`src/rtl/imm_extend_stage.sv`:
```
// Registered immediate extractor/extender for the LEGv8 decode stage (I, D, B, CB, IW formats).
// Optional macro IMM_BR_SHIFT_EN: B/CB results become byte offsets (shifted left by 2).
module imm_extend_stage #(
    parameter int OUT_W = 64,
    parameter int CNT_W = 8
) (
    input  logic             clk,
    input  logic             reset,
    input  logic             in_valid,
    input  logic [31:0]      instr,
    input  logic [2:0]       fmt,
    input  logic             stall,
    input  logic             flush,
    output logic             out_valid,
    output logic [OUT_W-1:0] imm,
    output logic             out_err,
    output logic [CNT_W-1:0] err_cnt
);

    localparam logic [2:0] FMT_I  = 3'd0;
    localparam logic [2:0] FMT_D  = 3'd1;
    localparam logic [2:0] FMT_B  = 3'd2;
    localparam logic [2:0] FMT_CB = 3'd3;
    localparam logic [2:0] FMT_IW = 3'd4;

    typedef enum logic {EMPTY = 1'b0, FULL = 1'b1} state_t;

    function automatic logic [CNT_W-1:0] sat_inc(input logic [CNT_W-1:0] c);
        return (&c) ? c : c + 1'b1;
    endfunction

    function automatic logic iw_legal(input logic [1:0] hw);
        return (int'(hw) * 16 + 16) <= OUT_W;
    endfunction

    function automatic logic signed [OUT_W-1:0] br_scale(input logic signed [OUT_W-1:0] v);
`ifdef IMM_BR_SHIFT_EN
        return v <<< 2;
`else
        return v;
`endif
    endfunction

    logic signed [8:0]       fld_d;
    logic signed [25:0]      fld_b;
    logic signed [18:0]      fld_cb;
    logic signed [OUT_W-1:0] ext_i, ext_d, ext_b, ext_cb, ext_iw;
    logic signed [OUT_W-1:0] imm_p0;
    logic                    ill_p0;
    logic                    unused_opcode;

    state_t                  state_p1;
    logic signed [OUT_W-1:0] imm_p1;
    logic                    err_p1;
    logic [CNT_W-1:0]        cnt_p1;

    // ---- stage p0: field select and extension (combinational) ----
    assign fld_d  = $signed(instr[20:12]);
    assign fld_b  = $signed(instr[25:0]);
    assign fld_cb = $signed(instr[23:5]);

    assign ext_i  = OUT_W'(instr[21:10]);
    assign ext_d  = OUT_W'(fld_d);
    assign ext_b  = br_scale(OUT_W'(fld_b));
    assign ext_cb = br_scale(OUT_W'(fld_cb));
    // Overflowing halfword shifts are flagged illegal, so truncation here never matters.
    assign ext_iw = OUT_W'(instr[20:5]) << {instr[22:21], 4'b0000};

    assign unused_opcode = ^instr[31:26];

    always_comb begin
        imm_p0 = '0;
        ill_p0 = 1'b0;
        case (fmt)
            FMT_I:  imm_p0 = ext_i;
            FMT_D:  imm_p0 = ext_d;
            FMT_B:  imm_p0 = ext_b;
            FMT_CB: imm_p0 = ext_cb;
            FMT_IW: begin
                if (iw_legal(instr[22:21])) imm_p0 = ext_iw;
                else                        ill_p0 = 1'b1;
            end
            default: ill_p0 = 1'b1;
        endcase
    end

    // ---- stage p1: ID/EX output register ----
    always_ff @(posedge clk) begin
        if (reset) begin
            state_p1 <= EMPTY;
            imm_p1   <= '0;
            err_p1   <= 1'b0;
            cnt_p1   <= '0;
        end else if (flush) begin
            state_p1 <= EMPTY;
            imm_p1   <= '0;
            err_p1   <= 1'b0;
        end else if (!stall) begin
            if (in_valid) begin
                state_p1 <= FULL;
                imm_p1   <= imm_p0;
                err_p1   <= ill_p0;
                if (ill_p0) cnt_p1 <= sat_inc(cnt_p1);
            end else begin
                state_p1 <= EMPTY;
                imm_p1   <= '0;
                err_p1   <= 1'b0;
            end
        end
    end

    assign out_valid = (state_p1 == FULL);
    assign imm       = imm_p1;
    assign out_err   = err_p1;
    assign err_cnt   = cnt_p1;

endmodule

```
`config.mk`:
```
export PLATFORM = sky130hd
export DESIGN_NAME = imm_extend_stage
export DESIGN_NICKNAME = d
export VERILOG_FILES = /design/src/rtl/imm_extend_stage.sv
export SDC_FILE = /design/constraint.sdc
export NUM_CORES = 1
export LEC_CHECK = 0
export BUFFER_PORTS_ARGS = -buffer_cell sky130_fd_sc_hd__buf_2
export CORE_UTILIZATION = 44
export CTS_CLUSTER_SIZE = 12
export DETAILED_ROUTE_END_ITERATION = 10
export GPL_TIMING_DRIVEN = 0
export PLACE_DENSITY = 0.71
export RECOVER_POWER = 25
export SLEW_MARGIN = 20
export SYNTH_ARGS = -nofsm -noshare
export SYNTH_HDL_FRONTEND = slang
export SYNTH_SLANG_ARGS = --single-unit
```
`constraint.sdc`:
```
create_clock -name clk -period 3.36 [get_ports clk]
set_clock_uncertainty 0.1 [all_clocks]
set_input_delay 0.336 -clock clk [delete_from_list [all_inputs] [get_ports clk]]
set_output_delay 0.336 -clock clk [all_outputs]
set_load 0.1 [all_outputs]
```
==> flow_summary.json <==
{
  "clk_latency_ns": 0.35,
  "core-area_um2": 7690,
  "min_period_ns": 2.02,
  "die_area_um2": 8280,
  "viasPerCell": 6.05,
  "synth-edff-count": 0,
  "placed_area_um2": 4120,
  "hpwl_mm": 7.41,
  "io_pins": 114,
  "cts_max_path_buffers": 2,
  "vias": 3438,
  "period_share": 0.602,
  "postCtsResizedCells": 0,
  "yosysSeqAreaShare": 0.425,
  "cp_max_fo": 2,
  "end_kind": "output port",
  "cts_buffers": 9,
  "grt_overflow": 0,
  "synth_area_um2": 3480,
  "gr-usage-all-layers": 0.250,
  "holdPathEnd": "imm[23]",
  "drt_iter0_drc": 325,
  "yosys.area.top_type": "dfxtp_1",
  "slew_headroom": 0.209,
  "netlist.area_leader.share": 0.425,
  "worstHoldStart": "instr[23]",
  "critPathLaunchType": "register",
  "drv_slew": 0,
  "synthArstFlopShare": 0,
  "floorplan.initialDensity": 0.453,
  "syn-num-nets": 390,
  "p_leak_nw": 1.70,
  "final-hold-violation-count": 0,
  "crit-reg2reg-launch": "err_cnt[0]",
  "cp_top_family": "buffers and inverters",
  "path_buf_inv": 1,
  "io_buffers": 101,
  "worst-r2r-setup-slack_ns": 1.52,
  "switching_share": 0.279,
  "worstHoldPathType": "in -> reg",
  "synthCells": 349,
  "wl_per_cell_um": 18.3,
  "setup_viol": 0,
  "layout_commonest_cell": "buf_2",
  "synthFlopType": "dfxtp_1",
  "peakVddDrop_v": 0.000220,
  "layout.nets": 502,
  "max_stage_delay_ns": 0.89,
  "internal_power_mw": 1.37,
  "die_w_um": 91.0,
  "grt_max_degree": 14,
  "utilization": 0.556,
  "power.switching_uw": 528,
  "drive_above_1_share": 0.273,
  "drtPass1Iterations": 7,
  "fmax_ghz": 0.495,
  "path_class": "reg -> out",
  "final_cell_mix": "79 x buf_2, 74 x dfxtp_1, 49 x clkbuf_1",
  "power.total_mw": 1.89,
  "grt_pass1_vias": 3112,
  "clock-sinks": 74,
  "route.detailed.drc": 0,
  "cts.clk_slew.worst_paths_ns": 0.08,
  "synth_cell_types": 52,
  "p_comb_frac": 0.130,
  "yosys_register_bits": 74,
  "slowest_stage": "clkbuf_1",
  "status": "completed",
  "cts_tree": "built",
  "ff2ff_path_depth": 5,
  "num_rows": 32,
  "htree_levels": 3,
  "worstPathArrival_ns": 1.59,
  "antenna_found_initial": 0,
  "yosys_warnings": 0,
  "ant_nets": 0,
  "fillers": 730,
  "whs_path_depth": 3,
  "postRouteWirelength_mm": 10.4,
  "r2r_end": "err_cnt[7]",
  "cts_root_buf": "clkbuf_8",
  "synth_area_leaders": "dfxtp_1 43%, a221o_1 12%, a221oi_2 5.6%",
  "worst_pin_slew_ns": 1.19,
  "syn_to_final_growth_pct": 22.8,
  "clkPwrFrac": 0.401,
  "final_area_um2": 4280,
  "cts_hold_buffers": 0,
  "die_h_um": 91.0,
  "setup_tns_ns": 0,
  "power_density_nw_per_um2": 443,
  "drv_cap": 0,
  "diodes": 0,
  "cts_setup_buffers": 0,
  "cp_cell_sequence": "clkbuf_1",
  "grt_pass1_wl_mm": 16.2,
  "avgSynthCellArea_um2": 9.98,
  "cp_data_required_time_ns": 2.92,
  "p_seq_frac": 0.469,
  "gp_congestion": 0.909,
  "rsz0062_at_grt": "no"
}
-- synth_stat cells (10+ instances only) --
cell type,n
dfxtp_1,74
a221o_1,43
nand2_1,31
clkbuf_1,17
a21oi_1,16
a221oi_2,13
nor2_1,13
buf_2,10
o21ai_0,10
-- stage by stage --
step	instances	hold slack [ns]	setup WS, ns
4_1_cts	568	0.217	1.52
5_1_grt	568	0.234	1.25
6_report	568	0.215	1.34
3_5_place_dp	552	0.342	1.23
2_1_floorplan	349	0.374	0.969
3_3_place_gp	552	0.341	1.27
-- final cells by class --
type                            instances  area, um^2  share of cell area
Tap cell                              102         128              0.0298
Clock buffer                            9         124              0.0290
Timing Repair Buffer                  101         465               0.109
Inverter                                4        15.0             0.00351
Sequential cell                        74        1480               0.346
Buffer                                 38         185              0.0433
Multi-Input combinational cell        233        1790               0.417
Clock inverter                          7        93.8              0.0219
-- layer usage --
metal | GRT usage | vias to the layer above | routed length [um]
met4 | 0.0979 | 0 | 203
met3 | 0.0385 | 23 | 800
met5 | 0 | - | 0
li1 | - | 1594 | -
met1 | 0.341 | 1648 | 4580
met2 | 0.396 | 173 | 4830
-- sequential cells by signal, indices dropped and copies added, names as in the netlist --
name	cells
out_valid	1
out_err	1
imm	64
err_cnt	8
-- how the worst max path moves through the flow --
stage | startpoint | end | slack [ns] | cells after the start
after floorplan | err_cnt[0] | err_cnt[7] | 0.97 | 5
after global placement | fmt[1] | imm[56] | 1.27 | 8
after detailed placement | fmt[1] | imm[46] | 1.23 | 7
after CTS | err_cnt[0] | err_cnt[7] | 1.52 | 5
after global routing | instr[22] | imm[17] | 1.25 | 6
final | imm[33] | imm[33] | 1.34 | 1
-- kinds of logic (layout without fill, tap and decap cells) --
family          count (synthesis)  count (layout)  share of synthesized area
mux                            16              16                     0.0485
simple gates                   88              88                      0.143
fa+ha+maj                       1               1                    0.00359
compound gates                125             125                      0.315
flops                          74              74                      0.425
buf+inv                        42             159                     0.0575
xor+xnor                        3               3                    0.00754
-- power groups by stage --
stage	Clock [mW]	Combinational, mW	Sequential, mW
floorplan	0	0.113	0.963
global placement	0	0.242	0.909
detailed placement	0	0.245	0.909
CTS	0.767	0.245	0.888
global route	0.808	0.261	0.889
finish	0.759	0.247	0.888
No activity file was read; power rests on OpenSTA's default activity.
